### src/rtl/sccb_pkg.sv
// Constants shared by the SCCB responder and the SCCB transmitter:
// FSM state encodings, ID-byte layout and the default device ID.
package sccb_pkg;

  typedef enum logic [3:0] {
    ST_IDLE       = 4'd0,
    ST_ID_BYTE    = 4'd1,
    ST_ID_ACK     = 4'd2,
    ST_SUB_BYTE   = 4'd3,
    ST_SUB_ACK    = 4'd4,
    ST_WDATA_BYTE = 4'd5,
    ST_WDATA_ACK  = 4'd6,
    ST_RDATA_BYTE = 4'd7,
    ST_RDATA_NA   = 4'd8,
    ST_IGNORE     = 4'd9
  } sccb_state_e;

  localparam logic [6:0]  SCCB_DEFAULT_ID = 7'h21;
  localparam int unsigned SCCB_RW_BIT     = 0;
  localparam logic        SCCB_RW_WRITE   = 1'b0;
  localparam logic        SCCB_RW_READ    = 1'b1;

  function automatic logic [7:0] sccb_id_byte(input logic [6:0] id, input logic rw);
    return {id, rw};
  endfunction

  // Compares the 7 ID bits, ignoring the R/W bit in the LSB.
  function automatic logic sccb_id_match(input logic [7:0] id_byte, input logic [6:0] id);
    return id_byte[7:1] == id;
  endfunction

endpackage

### src/rtl/sccb_line_sync.sv
// Multi-flop synchronizer for one asynchronous SCCB line, plus edge
// detection between the last synchronizer stage and one extra delay flop.
module sccb_line_sync #(
  parameter int SYNC_STAGES = 2
) (
  input  logic clk,
  input  logic rst,
  input  logic d_async,
  output logic level,
  output logic rise,
  output logic fall
);

  logic [SYNC_STAGES-1:0] sync_q, sync_d;
  logic                   dly_q, dly_d;

  always_comb begin
    sync_d = (sync_q << 1) | SYNC_STAGES'(d_async);
    dly_d  = sync_q[SYNC_STAGES-1];
  end

  assign level = sync_q[SYNC_STAGES-1];
  assign rise  = level & ~dly_q;
  assign fall  = ~level & dly_q;

  // Reset to the idle bus level so a reset never manufactures an edge.
  always_ff @(posedge clk) begin
    if (rst) begin
      sync_q <= '1;
      dly_q  <= 1'b1;
    end else begin
      sync_q <= sync_d;
      dly_q  <= dly_d;
    end
  end

endmodule

### src/rtl/sccb_responder.sv
// SCCB (3-wire) slave: receives ID / sub-address / data bytes, drives
// ACK and read data open-drain, and strobes a simple register port.
module sccb_responder
  import sccb_pkg::*;
#(
  parameter logic [6:0] DEVICE_ID   = SCCB_DEFAULT_ID,
  parameter int         SYNC_STAGES = 2
) (
  input  logic       i_clk,
  input  logic       i_reset_p,
  input  logic       i_sio_c,
  input  logic       i_sio_d,
  output logic       o_sio_d_oe,
  input  logic       i_sccb_e,
  output logic [7:0] o_reg_addr,
  output logic [7:0] o_reg_wdata,
  output logic       o_reg_we,
  input  logic [7:0] i_reg_rdata,
  output logic       o_reg_re,
  output logic       o_busy,
  output logic       o_id_mismatch
);

  logic scl_lvl, scl_rise, scl_fall;
  logic sda_lvl, sda_rise, sda_fall;
  logic e_lvl, e_rise, e_fall;
  logic unused_e_edges;

  sccb_line_sync #(.SYNC_STAGES(SYNC_STAGES)) u_sync_scl (
    .clk(i_clk), .rst(i_reset_p), .d_async(i_sio_c),
    .level(scl_lvl), .rise(scl_rise), .fall(scl_fall)
  );

  sccb_line_sync #(.SYNC_STAGES(SYNC_STAGES)) u_sync_sda (
    .clk(i_clk), .rst(i_reset_p), .d_async(i_sio_d),
    .level(sda_lvl), .rise(sda_rise), .fall(sda_fall)
  );

  sccb_line_sync #(.SYNC_STAGES(SYNC_STAGES)) u_sync_e (
    .clk(i_clk), .rst(i_reset_p), .d_async(i_sccb_e),
    .level(e_lvl), .rise(e_rise), .fall(e_fall)
  );

  assign unused_e_edges = e_rise ^ e_fall;

  logic start_cond, stop_cond;
  assign start_cond = sda_fall & scl_lvl & ~e_lvl;
  assign stop_cond  = sda_rise & scl_lvl;

  sccb_state_e state_q, state_d;
  logic [2:0]  cnt_q, cnt_d;
  logic        ack_phase_q, ack_phase_d;
  logic        oe_q, oe_d;
  logic        busy_q, busy_d;
  logic [7:0]  addr_q, addr_d;
  logic [7:0]  wdata_q, wdata_d;
  logic        we_q, we_d;
  logic        re_q, re_d;
  logic        mm_q, mm_d;
  logic [7:0]  shift_q, shift_d;
  logic [7:0]  tx_q, tx_d;
  logic [7:0]  rx_byte;

  assign rx_byte = {shift_q[6:0], sda_lvl};

  always_comb begin
    state_d     = state_q;
    cnt_d       = cnt_q;
    ack_phase_d = ack_phase_q;
    oe_d        = oe_q;
    busy_d      = busy_q;
    addr_d      = addr_q;
    wdata_d     = wdata_q;
    we_d        = 1'b0;
    re_d        = 1'b0;
    mm_d        = 1'b0;
    shift_d     = shift_q;
    tx_d        = tx_q;

    // Bus-level events outrank bit sampling in the same cycle.
    if (e_lvl) begin
      state_d     = ST_IDLE;
      cnt_d       = 3'd0;
      ack_phase_d = 1'b0;
      oe_d        = 1'b0;
      busy_d      = 1'b0;
    end else if (start_cond) begin
      state_d     = ST_ID_BYTE;
      cnt_d       = 3'd0;
      ack_phase_d = 1'b0;
      oe_d        = 1'b0;
      busy_d      = 1'b1;
    end else if (stop_cond) begin
      state_d     = ST_IDLE;
      cnt_d       = 3'd0;
      ack_phase_d = 1'b0;
      oe_d        = 1'b0;
      busy_d      = 1'b0;
    end else begin
      unique case (state_q)
        ST_ID_BYTE, ST_SUB_BYTE, ST_WDATA_BYTE: begin
          if (scl_rise) begin
            shift_d = rx_byte;
            cnt_d   = cnt_q + 3'd1;
            if (cnt_q == 3'd7) begin
              ack_phase_d = 1'b0;
              if (state_q == ST_ID_BYTE) begin
                state_d = ST_ID_ACK;
              end else if (state_q == ST_SUB_BYTE) begin
                state_d = ST_SUB_ACK;
                addr_d  = rx_byte;
              end else begin
                state_d = ST_WDATA_ACK;
                wdata_d = rx_byte;
                we_d    = 1'b1;
              end
            end
          end
        end

        // First falling edge opens the ACK slot, the second closes it.
        ST_ID_ACK: begin
          if (scl_fall) begin
            if (!ack_phase_q) begin
              if (sccb_id_match(shift_q, DEVICE_ID)) begin
                oe_d        = 1'b1;
                ack_phase_d = 1'b1;
              end else begin
                mm_d    = 1'b1;
                state_d = ST_IGNORE;
              end
            end else begin
              ack_phase_d = 1'b0;
              cnt_d       = 3'd0;
              if (shift_q[SCCB_RW_BIT] == SCCB_RW_READ) begin
                state_d = ST_RDATA_BYTE;
                re_d    = 1'b1;
                oe_d    = ~i_reg_rdata[7];
                tx_d    = {i_reg_rdata[6:0], 1'b0};
              end else begin
                state_d = ST_SUB_BYTE;
                oe_d    = 1'b0;
              end
            end
          end
        end

        ST_SUB_ACK, ST_WDATA_ACK: begin
          if (scl_fall) begin
            if (!ack_phase_q) begin
              oe_d        = 1'b1;
              ack_phase_d = 1'b1;
            end else begin
              oe_d        = 1'b0;
              ack_phase_d = 1'b0;
              cnt_d       = 3'd0;
              state_d     = (state_q == ST_SUB_ACK) ? ST_WDATA_BYTE : ST_IGNORE;
            end
          end
        end

        // MSB was already placed on the bus when ID_ACK ended.
        ST_RDATA_BYTE: begin
          if (scl_fall) begin
            if (cnt_q == 3'd7) begin
              oe_d    = 1'b0;
              cnt_d   = 3'd0;
              state_d = ST_RDATA_NA;
            end else begin
              oe_d  = ~tx_q[7];
              tx_d  = {tx_q[6:0], 1'b0};
              cnt_d = cnt_q + 3'd1;
            end
          end
        end

        ST_RDATA_NA: begin
          if (scl_fall) begin
            state_d = ST_IGNORE;
          end
        end

        default: begin
        end
      endcase
    end
  end

  always_ff @(posedge i_clk) begin
    if (i_reset_p) begin
      state_q     <= ST_IDLE;
      cnt_q       <= 3'd0;
      ack_phase_q <= 1'b0;
      oe_q        <= 1'b0;
      busy_q      <= 1'b0;
      addr_q      <= 8'h00;
      wdata_q     <= 8'h00;
      we_q        <= 1'b0;
      re_q        <= 1'b0;
      mm_q        <= 1'b0;
    end else begin
      state_q     <= state_d;
      cnt_q       <= cnt_d;
      ack_phase_q <= ack_phase_d;
      oe_q        <= oe_d;
      busy_q      <= busy_d;
      addr_q      <= addr_d;
      wdata_q     <= wdata_d;
      we_q        <= we_d;
      re_q        <= re_d;
      mm_q        <= mm_d;
    end
  end

  always_ff @(posedge i_clk) begin
    shift_q <= shift_d;
    tx_q    <= tx_d;
  end

  assign o_sio_d_oe    = oe_q;
  assign o_busy        = busy_q;
  assign o_reg_addr    = addr_q;
  assign o_reg_wdata   = wdata_q;
  assign o_reg_we      = we_q;
  assign o_reg_re      = re_q;
  assign o_id_mismatch = mm_q;

endmodule
### config.mk
export PLATFORM = sky130hd
export DESIGN_NAME = sccb_responder
export DESIGN_NICKNAME = d
export VERILOG_FILES = /design/src/rtl/sccb_pkg.sv /design/src/rtl/sccb_line_sync.sv /design/src/rtl/sccb_responder.sv
export SDC_FILE = /design/constraint.sdc
export NUM_CORES = 1
export LEC_CHECK = 0
export BUFFER_PORTS_ARGS = -buffer_cell sky130_fd_sc_hd__clkbuf_2
export CORE_MARGIN = 2
export CORE_UTILIZATION = 55
export CTS_CLUSTER_DIAMETER = 80
export DETAILED_ROUTE_END_ITERATION = 6
export PLACE_DENSITY = 0.77
export SYNTH_ARGS = -nofsm -noshare
export SYNTH_HDL_FRONTEND = slang
export SYNTH_SLANG_ARGS = --single-unit
### constraint.sdc
create_clock -name i_clk -period 2.68 [get_ports i_clk]
set_input_delay 0.268 -clock i_clk [delete_from_list [all_inputs] [get_ports i_clk]]
set_output_delay 0.268 -clock i_clk [all_outputs]
set_load 0.02 [all_outputs]
==> flow_metrics.tcl, run 1 <==
set metrics [dict create \
    synth_ff_type "dfxtp_1" \
    ant_nets 0 \
    setup_tns_ns 0 \
    overflow 0 \
    ys_warn_count 0 \
    routedWlPerCell_um 14.4 \
    htree_levels 2 \
    fin_skew_ns 0.0136 \
    num_io_pins 34 \
    drive_gt1_frac 0.257 \
    synth_edf_count 15 \
    dpl.hpwl_mm 3.07 \
    syn_nets 233 \
    critPathMaxFanout 16 \
    first_pass_iters 4 \
    cts_buffer_depth 2 \
    diodes 0 \
    yosysSeqAreaShare 0.527 \
    cts_resized 0 \
    power.share.combinational 0.029 \
    routed_via_density 5.66 \
    synth_top_area_cell "dfxtp_1" \
    drt_wl_total_mm 4.35 \
    synth.top_cell.area_share 0.328 \
    critPathKind "flop to flop" \
    p_seq_frac 0.634 \
    portBuffers 33 \
    leakagePower_nw 1.13 \
    synth_area_per_cell_sq_um 10.4 \
    maxSlewViolCount 0 \
    dieArea_sq_um 4640 \
    arrival_ns 2.17 \
    ys_async_sr_fraction 0 \
    yosys-top-cells-count "dfxtp_1, nor2_1, mux2i_1" \
    clockRootBuffer "clkbuf_8" \
    end_kind "flop" \
    fp.dieW_um 68.1 \
    cts_setup_buffers 0 \
    max_freq_ghz 0.466 \
    synth_cells 218 \
    critPathLaunchType "flop" \
    crit_required_ns 2.70 \
    synth_area_sq_um 2260 \
    start_util 0.569 \
    sw_frac_of_total 0.214 \
    cts_hold_buf 0 \
    synth.distinct_cells 45 \
    finalCriticalPeriod_ns 2.15 \
    drc 0 \
    antenna_found_initial 0 \
    cts_tree "built" \
    power.internal_w 0.00101 \
    syn2layout_area_growth_pct 13.7 \
    synth.area.top_cells "dfxtp_1, edfxtp_1, mux2i_1, nor2_1, mux2_2" \
    cts_sinks 52 \
    status "completed" \
    core_sq_um 3970 \
    insertion_delay_ns 0.31 \
    yosysMostFrequentCell "dfxtp_1" \
    slew_headroom 0.620 \
    grt_max_degree 28 \
    stdcell_count 303 \
    grt_setup_unrepaired "no" \
    power.share.clock 0.337 \
    finalHoldViolCount 0 \
    setup_viol 0 \
    dp_cells 295 \
    clk_pin_slew_worst_paths_ns 0.09 \
    vias 1715 \
    worstMarginPinSlew_ns 0.566 \
    synth-seq-cells 52 \
    place_congestion 0.909 \
    p_switching_w 0.000275 \
    peakVddDrop_v 0.000458 \
    fillers 339 \
    grtUsageTotal 0.208 \
    grt_pass1_vias 1521 \
    grt_pass1_wl_mm 7.04 \
    finalCritPeriodShare 0.801 \
    p_per_area_nw_per_um2 500 \
    die_h_um 68.1 \
    cts_buffers 5 \
    nets 267 \
    maxCapViolations 0 \
    rows 23 \
    min_path_type "input pin to flop" \
    drt_iter0_drc 103 \
]
## kinds of logic (layout without fill, tap and decap cells)
logic type,after synthesis,in the layout,synth area share
AOI/OAI and AO/OA,30,30,0.0980
xor gates and xnor gates,1,1,0.00388
adders and majority gates,3,3,0.0155
buffers and inverters,18,53,0.0305
DFF,52,52,0.527
muxes,28,28,0.127
and+or+nand+nor,86,86,0.198
## path summary, 6_finish.rpt
path,to,depth (start not counted),slack [ns],start
setup / recovery,tx_q[4],5,0.53,state_q[2]
hold reg to reg,u_sync_sda.sync_q[1],1,0.42,u_sync_sda.sync_q[0]
hold / removal,u_sync_e.sync_q[0],2,0.14,i_sccb_e
setup reg to reg,tx_q[4],5,0.53,state_q[2]
## metrics by stage
stage                util  hold WS, ns  power, W  setup WS [ns]  instance area, sq um
floorplan               -        0.372  0.000857          0.459                  2260
global placement    0.625        0.392  0.000870          0.603                  2480
detailed placement  0.625        0.400  0.000871          0.553                  2480
CTS                 0.647        0.134   0.00130          0.524                  2570
global route        0.647        0.137   0.00134          0.386                  2570
finish              0.647        0.142   0.00129          0.534                  2570
## cell type report
| class | instances | area (sq um) | share of cell area |
|---|---|---|---|
| inverter | 7 | 26.3 | 0.0102 |
| sequential | 52 | 1190 | 0.463 |
| clock buffer | 5 | 68.8 | 0.0268 |
| timing repair buffer | 38 | 203 | 0.0789 |
| tap | 50 | 62.6 | 0.0243 |
| clock inverter | 3 | 18.8 | 0.00730 |
| multi-input combinational | 148 | 1000 | 0.389 |
## registers in the layout (all words and copies together), names as in the netlist
signal	cells
tx_q	7
shift_q	8
o_id_mismatch	1
u_sync_e.sync_q	2
o_reg_wdata	8
u_sync_sda.dly_q	1
o_busy	1
state_q	4
o_reg_addr	8
u_sync_scl.sync_q	2
o_reg_re	1
o_sio_d_oe	1
cnt_q	3
ack_phase_q	1
u_sync_scl.dly_q	1
u_sync_sda.sync_q	2
o_reg_we	1
## power by group through the flow
stage	logic [W]	registers, W	clock network [W]
3_5_place_dp	0.0000372	0.000834	0
5_1_grt	0.0000412	0.000817	0.000478
6_report	0.0000370	0.000816	0.000433
2_1_floorplan	0.0000261	0.000831	0
3_3_place_gp	0.0000365	0.000834	0
4_1_cts	0.0000372	0.000815	0.000447
## critical path: stages (launching register included)
cell and delay (ns):
dfxtp_1 0.47, or4b_1 0.62, or2_2 0.31, o21a_1 0.11, nor3_1 0.16, buf_4 0.19
## placed cells by master (no fill, tap or decap), types with 3 or more instances in the layout
| cell type | n |
|---|---|
| nand2_1 | 16 |
| inv_1 | 7 |
| mux2i_1 | 22 |
| clkbuf_8 | 5 |
| a31oi_1 | 4 |
| a22oi_1 | 3 |
| buf_4 | 5 |
| clkbuf_2 | 33 |
| a21oi_1 | 5 |
| edfxtp_1 | 15 |
| and3_1 | 3 |
| or2_2 | 10 |
| nand2b_1 | 5 |
| nor2_1 | 27 |
| nor3_1 | 6 |
| nor4b_1 | 3 |
| dfxtp_1 | 37 |
| mux2_2 | 6 |
## per-layer routing
metal / vias up / wire length (um) / GRT usage
li1: 843 / - / -
met1: 810 / 1950 / 0.279
met2: 53 / 2060 / 0.314
met3: 9 / 280 / 0.0691
met4: 0 / 64 / 0.0700
met5: - / 0 / 0
Power figures use the tool's default switching activity.
==> inputs of run 2 (changes only) <==
clock period = 2 ns   (was 2.68 ns; I/O delays follow)
==> flow_metrics.tcl, run 2 (synthesized netlist as in run 1, its figures left out) <==
set metrics [dict create \
    place_congestion 0.915 \
    fin_ws_ns 0.0577 \
    end_kind "flop" \
    num_io_pins 34 \
    first_pass_iters 4 \
    diodes 0 \
    routedWlPerCell_um 14.3 \
    grtUsageTotal 0.214 \
    slew_headroom 0.558 \
    crit_required_ns 2.03 \
    portBuffers 33 \
    nets 279 \
    dieArea_sq_um 4640 \
    cts_hold_buf 0 \
    place_ws_ns -0.0102 \
    utilization 0.683 \
    drt_iter0_drc 86 \
    finalHoldViolCount 0 \
    setup_viol 0 \
    drt_wl_total_mm 4.51 \
    finalCriticalPeriod_ns 1.94 \
    insertion_delay_ns 0.30 \
    arrival_ns 1.97 \
    clk_pin_slew_worst_paths_ns 0.09 \
    fin_skew_ns 0.00662 \
    antenna_found_initial 0 \
    critPathMaxFanout 7 \
    critPathKind "flop to flop" \
    grt_max_degree 27 \
    die_h_um 68.1 \
    worstMarginPinSlew_ns 0.654 \
    peakVddDrop_v 0.000593 \
    maxCapViolations 0 \
    cts_buffers 5 \
    register_area_sq_um 1190 \
    min_path_type "input pin to flop" \
    leakagePower_nw 1.21 \
    dpl.hpwl_mm 3.23 \
    rows 23 \
    start_util 0.569 \
    drc 0 \
    clockRootBuffer "clkbuf_8" \
    htree_levels 2 \
    routed_via_density 5.48 \
    maxSlewViolCount 0 \
    fillers 310 \
    status "completed" \
    ant_nets 0 \
    multiInputGateArea_sq_um 1030 \
    finalCritPeriodShare 0.971 \
    grt_setup_unrepaired "no" \
    cts_buffer_depth 2 \
    final_cell_mix "dfxtp_1, clkbuf_2, nor2_1, mux2i_1" \
    grt_pass1_vias 1543 \
    grt_pass1_wl_mm 7.31 \
    final_common_cell "dfxtp_1" \
    cts_sinks 52 \
    critPathLaunchType "flop" \
    vias 1725 \
    p_per_area_nw_per_um2 653 \
    syn2layout_area_growth_pct 20.0 \
    overflow 0 \
    max_freq_ghz 0.515 \
    fp.dieW_um 68.1 \
    core_sq_um 3970 \
    cts_tree "built" \
    drive_gt1_frac 0.298 \
]
## run 2: worst max-delay path, stage by stage, from the launching register on
cell     delay (ns)
dfxtp_1        0.32
or4b_1         0.54
or2_2          0.31
o21a_1         0.15
nor3_4         0.20
buf_12         0.14
## run 2: stage by stage
stage | hold WS (ns) | power, W | instances | setup TNS (ns) | area [sq um]
after detailed placement | 0.387 | 0.00117 | 306 | -0.0703 | 2580
final | 0.0728 | 0.00177 | 315 | 0 | 2710
after global routing | 0.0638 | 0.00184 | 315 | 0 | 2710
after floorplan | 0.304 | 0.00115 | 218 | 0 | 2270
after CTS | 0.0693 | 0.00178 | 314 | 0 | 2670
after global placement | 0.383 | 0.00117 | 306 | 0 | 2580
## run 2: final timing paths
kind                             start                   end  slack (ns)  depth (start not counted)
hold / removal                 i_sio_d  u_sync_sda.sync_q[0]        0.07                          2
setup / recovery            state_q[2]               tx_q[4]        0.06                          5
hold reg to reg   u_sync_scl.sync_q[0]  u_sync_scl.sync_q[1]        0.42                          1
setup reg to reg            state_q[2]               tx_q[4]        0.06                          5
## run 2: routing by layer
metal / up-vias / part of all wire / track usage
li1: 865 / - / -
met1: 781 / 0.44 / 0.296
met2: 66 / 0.46 / 0.329
met3: 13 / 0.074 / 0.0543
met4: 0 / 0.023 / 0.0700
met5: - / 0 / 0
## run 2: timing repair
action,4_1_cts,5_1_grt
endpoints found under the setup margin,7,13
setup buffers,0,1
resized for setup,0,2
endpoints found under the hold margin,0,0
pin swaps,1,1
## run 2: cell type report
class | count | area share
clock buffer | 6 | 0.0305
inverter | 7 | 0.00969
tap | 50 | 0.0231
timing repair buffer | 50 | 0.113
multi-input combinational | 148 | 0.380
clock inverter | 2 | 0.00508
sequential | 52 | 0.439
## run 2: where the power goes
part / leakage [nW] / switching (W) / internal (W)
combinational: 0.725 / 0.0000280 / 0.0000273
sequential: 0.434 / 0.00000611 / 0.00109
clock: 0.0516 / 0.000341 / 0.000283
